### config.mk
export PLATFORM = sky130hd
export DESIGN_NAME = toggle_seq_ctrl
export DESIGN_NICKNAME = d
export VERILOG_FILES = /design/src/rtl/toggle_pkg.sv /design/src/rtl/t_cell.sv /design/src/rtl/toggle_seq_ctrl.sv
export SDC_FILE = /design/constraint.sdc
export NUM_CORES = 1
export LEC_CHECK = 0
export CAP_MARGIN = 30
export CORE_UTILIZATION = 53
export CTS_BUF_LIST = sky130_fd_sc_hd__clkbuf_4
export CTS_CLUSTER_SIZE = 30
export DETAILED_ROUTE_END_ITERATION = 16
export PLACE_DENSITY = 0.95
export SETUP_SLACK_MARGIN = 0.4
export SLEW_MARGIN = 20
export SYNTH_ARGS = -nofsm -noshare
export SYNTH_HDL_FRONTEND = slang
export SYNTH_HIERARCHICAL = 1
export SYNTH_SLANG_ARGS = --single-unit
export TNS_END_PERCENT = 50
### constraint.sdc
create_clock -name clk -period 3.1 [get_ports clk]
set_clock_uncertainty 0.05 [all_clocks]
set_input_delay 0.93 -clock clk [delete_from_list [all_inputs] [get_ports clk]]
set_output_delay 0.93 -clock clk [all_outputs]
set_load 0.02 [all_outputs]
### src/rtl/toggle_pkg.sv
// Shared op codes and FSM state encoding for the toggle-cell sequencer.
package toggle_pkg;

    localparam logic [1:0] OP_LOAD   = 2'b00;
    localparam logic [1:0] OP_UP     = 2'b01;
    localparam logic [1:0] OP_DOWN   = 2'b10;
    localparam logic [1:0] OP_TOGGLE = 2'b11;

    typedef enum logic [1:0] {
        ST_IDLE = 2'b00,
        ST_RUN  = 2'b01,
        ST_DONE = 2'b10
    } state_e;

endpackage

### src/rtl/t_cell.sv
// Single T flip-flop with synchronous active-high reset to zero.
module t_cell (
    input  logic clk,
    input  logic rst,
    input  logic T,
    output logic q,
    output logic q_bar
);

    always_ff @(posedge clk) begin
        if (rst) begin
            q <= 1'b0;
        end else begin
            q <= q ^ T;
        end
    end

    assign q_bar = ~q;

endmodule

### src/rtl/toggle_seq_ctrl.sv
// Command sequencer driving a bank of T cells: load, count up/down, or toggle a mask
// for a programmed number of cycles.
module toggle_seq_ctrl
    import toggle_pkg::*;
#(
    parameter int unsigned WIDTH = 4,
    parameter int unsigned LEN_W = 8
) (
    input  logic             clk,
    input  logic             rst,
    input  logic             cmd_valid,
    output logic             cmd_ready,
    input  logic [1:0]       cmd_op,
    input  logic [WIDTH-1:0] cmd_data,
    input  logic [LEN_W-1:0] cmd_len,
    output logic [WIDTH-1:0] t_vec,
    output logic [WIDTH-1:0] q,
    output logic [WIDTH-1:0] q_bar,
    output logic             busy,
    output logic             done
);

    state_e            r_state;
    state_e            w_state_nxt;
    logic [1:0]        r_op;
    logic [WIDTH-1:0]  r_data;
    logic [LEN_W-1:0]  r_cnt;
    logic              w_accept;
    logic [WIDTH-1:0]  w_up_vec;
    logic [WIDTH-1:0]  w_dn_vec;

    assign cmd_ready = (r_state == ST_IDLE);
    assign busy      = (r_state == ST_RUN) || (r_state == ST_DONE);
    assign done      = (r_state == ST_DONE);
    assign w_accept  = cmd_valid && cmd_ready;

    always_ff @(posedge clk) begin
        if (rst) begin
            r_state <= ST_IDLE;
            r_op    <= OP_LOAD;
            r_data  <= '0;
            r_cnt   <= '0;
        end else begin
            r_state <= w_state_nxt;
            if (w_accept) begin
                r_op   <= cmd_op;
                r_data <= cmd_data;
                // LOAD always takes exactly one RUN cycle regardless of cmd_len
                r_cnt  <= (cmd_op == OP_LOAD) ? LEN_W'(1) : cmd_len;
            end else if (r_state == ST_RUN) begin
                r_cnt <= r_cnt - LEN_W'(1);
            end
        end
    end

    always_comb begin
        w_state_nxt = r_state;
        unique case (r_state)
            ST_IDLE: begin
                if (w_accept) begin
                    if ((cmd_op != OP_LOAD) && (cmd_len == '0)) begin
                        w_state_nxt = ST_DONE;
                    end else begin
                        w_state_nxt = ST_RUN;
                    end
                end
            end
            ST_RUN: begin
                if (r_cnt == LEN_W'(1)) begin
                    w_state_nxt = ST_DONE;
                end
            end
            ST_DONE: w_state_nxt = ST_IDLE;
            default: w_state_nxt = ST_IDLE;
        endcase
    end

    // Ripple carry/borrow chains: bit i toggles when all lower bits are 1 (up) or 0 (down)
    always_comb begin
        logic up_c;
        logic dn_c;
        up_c = 1'b1;
        dn_c = 1'b1;
        w_up_vec = '0;
        w_dn_vec = '0;
        for (int i = 0; i < WIDTH; i++) begin
            w_up_vec[i] = up_c;
            w_dn_vec[i] = dn_c;
            up_c = up_c & q[i];
            dn_c = dn_c & ~q[i];
        end
    end

    always_comb begin
        t_vec = '0;
        if (r_state == ST_RUN) begin
            unique case (r_op)
                OP_LOAD:   t_vec = q ^ r_data;
                OP_UP:     t_vec = w_up_vec;
                OP_DOWN:   t_vec = w_dn_vec;
                OP_TOGGLE: t_vec = r_data;
                default:   t_vec = '0;
            endcase
        end
    end

    for (genvar g = 0; g < WIDTH; g++) begin : g_cell
        t_cell u_cell (
            .clk   (clk),
            .rst   (rst),
            .T     (t_vec[g]),
            .q     (q[g]),
            .q_bar (q_bar[g])
        );
    end

endmodule
Word level (Yosys, flattened, before mapping) --
Cells that the tools add are included.
Storage, ports and cells: flip-flop bits (word level) 20, logic and storage cells 49, output and inout bits 15, bits of input ports 17
Cells by class: reductions and logical operators 10, mux-type cells 9, bitwise operators 13, eq/ne operators 8, add/subtract/negate cells 1
Operator list (number):
- two-way mux 8 bit | 3
- one-hot mux 4 bit (4 select lines) | 1
- == test 8 x 1 -> 1 bit, second input constant | 1
- logical NOT 8 bit | 1
- subtractor 8 x 1 -> 8 bit, second input constant | 1
- == test 2 bit, second input constant | 3
- logical NOT 2 bit | 3
- two-way mux 2 bit | 3
- AND 1 bit | 4
- == test 2 x 1 -> 1 bit, second input constant | 2
- two-way mux 4 bit | 1
- != test 2 x 1 -> 1 bit, second input constant | 2
- NOT 1 bit | 4
- one-hot mux 2 bit (2 select lines) | 1
- nonzero test 2 bit | 2
- XOR 1 bit | 4
- XOR 4 bit | 1
- logical AND 1 bit | 2
- AND reduction 2 bit | 1
- logical OR 1 bit | 1

Longest topological paths before layout --
depth in word-level cells 6, depth in mapped cells 7, gate-level depth less buffers 6

Hierarchy --
Netlist, hierarchy kept.
Modules (own cells, without submodules):
- toggle_seq_ctrl | area an instance 1054.8 sq um, cells each 137, instances 1, sequential area each 320.3 sq um
- t_cell | area an instance 36.3 sq um, cells each 4, instances 4, sequential area each 20.0 sq um

Worst setup path before layout --
Ideal clock, no wire load.
kind register to output, start register g_cell[0].u_cell.q, end output port t_vec[3], stages on the path, launching flop included 6, data required time 2.120 ns, slack 0.426 ns, arrival 1.694 ns, cell sequence dfxtp_1 clkbuf_1 nand3_1 a21oi_1 a311oi_1 a211oi_1
Between the ends: word-level cells in the longest chain between the ends 5, elaborated cells on any way between the ends 7
RTL lines:
- start: declaration | line t_cell.sv:6 | output logic q,
- start signal: assignment | line t_cell.sv:14 | q <= q ^ T;
- NOT 1 bit | line toggle_seq_ctrl.sv:90 | dn_c = dn_c & ~q[i];
- AND 1 bit (2 in series) | line toggle_seq_ctrl.sv:90
- one-hot mux 4 bit (4 select lines) (*) | line toggle_seq_ctrl.sv:97 | unique case (r_op)
- two-way mux 4 bit (*) | line toggle_seq_ctrl.sv:96 | if (r_state == ST_RUN) begin
- end: declaration | line toggle_seq_ctrl.sv:16 | output logic [WIDTH-1:0] t_vec,
Every way passes the cells marked *; elsewhere a longest branch is shown, timed or not.

Final worst setup path --
start register r_op[0], end output port t_vec[3]
Between the ends: word-level cells in the longest chain between the ends 3, elaborated cells on any way between the ends 6
RTL lines:
- start: declaration | line toggle_seq_ctrl.sv:25 | logic [1:0] r_op;
- start signal: assignment | line toggle_seq_ctrl.sv:46 | r_op <= cmd_op;
- == test 2 bit (tied with other cells) | line toggle_seq_ctrl.sv:97
- one-hot mux 4 bit (4 select lines) (*) | line toggle_seq_ctrl.sv:97
- two-way mux 4 bit (*) | line toggle_seq_ctrl.sv:96
Marked as above.

==> qor.csv <==
metric,value,unit
final_nets,204,
p_int,0.597,mW
dr.pass1.iters,4,
gp_congestion,0.847,
post_cts_buffers,0,
ys_seq_area_frac,0.334,
net-switching-power,0.339,mW
routed_wl,3.08,mm
end_kind,output pin,
fin_util,0.779,
clkPwrFrac,0.233,
ys_types,42,
core_area,0.00204,mm^2
grt_overflow_total,0,
synth_fp_nets,175,
io_pins,32,
syn_area,0.00120,mm^2
grt_pass1_wl,5.09,mm
clock-sinks,20,
p_per_area,588,mW/mm^2
reg2reg_from,r_state[1],
critPathCapture,t_vec[3],
reg2reg_depth,6,
rsz0062_at_grt,yes,
arrival,1670,ps
die_area,0.00246,mm^2
die_h,49.6,um
die_x,49.6,um
worst_path_max_delay_cell,dfxtp_2,
grt_usage,0.264,
worstSetupPathType,register to output pin,
drc,0,
holdBufCountCts,0,
dp_cells,204,
tns,0,ps
area_growth,32.6,%
stdcell_count,208,
synth_seq_cells,20,
cp_slowest_stage_delay,410,ps
grt_max_degree,14,
insertion_delay,310,ps
clk_path_buf_depth,2,
period_minus_slack,2650,ps
viasPerCell,6.07,
cts_tree,built,
setup_viol,0,
clk_pin_slew,130,ps
initial_core_util,0.588,
synth_cells,153,
cts_max_level,1,
synthArstFlopShare,0,
fmax,0.377,GHz
rrSetupSlack,1290,ps
place_ws,193,ps
crit_path_start,r_op[0],
grt_pass1_vias,1134,
path_cells,nor4_2 -> a311oi_1 -> a211oi_2 -> clkdlybuf4s15_2,
fill_cells,153,
r2r-end,r_cnt[4],
antenna_found_initial,0,
ant_nets,0,
status,"complete, no violations",
fin_crit_sh,0.855,
rows,16,
power_frac_comb,0.393,
min-delay-path-class,register to register,
ir_drop,0.401,mV
start_kind,register,
root_buffer,clkbuf_4,
setup_ws,450,ps
seqPwrFrac,0.374,
drt_iter0_drc,63,
numCtsBuffers,3,
synth_warnings,6,
synth_ff_type,dfxtp_1,
diodes,0,
tightest_slew,496,ps
drive_gt1_frac,0.122,
cp_max_fo,13,
hold_viol_final,0,
switching_share,0.363,
maxCapViolations,0,
cp.required,2120,ps
avgSynthCellArea,7.84,um^2
synth-edff-count,0,
post_drt_wl_per_cell,14.8,um
dp_hpwl,2.15,mm
p_leak,0.577,nW
slew_headroom,0.669,
via_count,1263,
port_buffers,31,
maxSlewViolCount,0,
-- cells in the mapped netlist (all sizes together) (4+ instances only) --
cell,instances,area share
nor4,4,0.026
nand2,17,0.053
inv,10,0.031
nor2,17,0.053
xnor2,8,0.058
dfxtp,20,0.33
a21oi,18,0.078
ha,5,0.052
nand3,5,0.021
clkbuf,6,0.022
nor3,8,0.043
-- final cells by class --
class,count,area (um^2),share of cell area
Inverter,10,37.5,0.0236
Multi-Input combinational cell,114,736,0.462
Tap cell,27,33.8,0.0212
Clock inverter,1,30.0,0.0189
Sequential cell,20,412,0.259
Clock buffer,3,22.5,0.0142
Timing Repair Buffer,33,320,0.201
-- state kept, by name, indices dropped and copies added, names as in the netlist --
name	count
r_op	2
r_data	4
g_cell.u_cell/q	4
r_state	2
r_cnt	8
-- power by group through the flow --
stage	combinational, mW	clock, mW	sequential [mW]
floorplan	0.255	0	0.341
global placement	0.350	0	0.347
detailed placement	0.360	0	0.351
CTS	0.363	0.218	0.346
global route	0.402	0.228	0.354
finish	0.368	0.218	0.350
-- kinds of logic after synthesis --
family / share of synthesized area
adder cells (fa/ha/maj): 0.0521
XOR/XNOR: 0.0584
AO/OA/AOI/OAI: 0.252
AND/OR/NAND/NOR: 0.237
flip-flops: 0.334
buffers and inverters: 0.0667
-- per-stage QoR --
| stage | cell area (um^2) | total power [mW] | hold WS (ps) |
|---|---|---|---|
| 4_1_cts | 1580 | 0.927 | 454 |
| 3_5_place_dp | 1520 | 0.712 | 435 |
| 6_report | 1590 | 0.936 | 452 |
| 3_3_place_gp | 1520 | 0.697 | 421 |
| 2_1_floorplan | 1200 | 0.596 | 400 |
| 5_1_grt | 1590 | 0.983 | 478 |
-- repair_timing --
action,in CTS,in global routing
endpoints found under the setup margin,4,5
hold endpoints to repair,0,0
resized for setup,14,10
-- per-layer routing --
metal	track usage	part of all wire	vias up
li1	-	-	609
met1	0.342	0.44	599
met2	0.453	0.50	53
met3	0.0340	0.059	2
met4	0.0762	0.0045	0
met5	0	0	-
-- worst max-delay path: cells and delay by family (launching register included) --
| kind | cells | cell delay, ps |
|---|---|---|
| flops | 1 | 410 |
| compound gates | 2 | 390 |
| simple gates | 1 | 270 |
| buf+inv | 1 | 300 |
-- cell usage in the layout (no fill, tap or decap), types with 3 or more instances in the layout --
cell / synthesis / routed
ha_1: 5 / 5
dfxtp_2: 0 / 3
nand2_1: 17 / 17
clkbuf_4: 1 / 3
xnor2_1: 8 / 8
a21oi_1: 17 / 17
nor3_1: 7 / 7
inv_1: 10 / 10
a21o_1: 3 / 3
dfxtp_1: 20 / 15
clkdlybuf4s50_1: 0 / 26
nand3_1: 5 / 5
nor2_1: 17 / 17
-- how the worst min path moves through the flow --
stage	from	end	slack, ps	cells past startpoint
CTS	r_data[1]	r_data[1]	450	2
finish	r_data[1]	r_data[1]	450	2
global route	r_data[1]	r_data[1]	480	2
detailed placement	r_data[1]	r_data[1]	440	2
floorplan	r_data[1]	r_data[1]	400	2
global placement	r_data[1]	r_data[1]	420	2
Power figures use the tool's default switching activity.
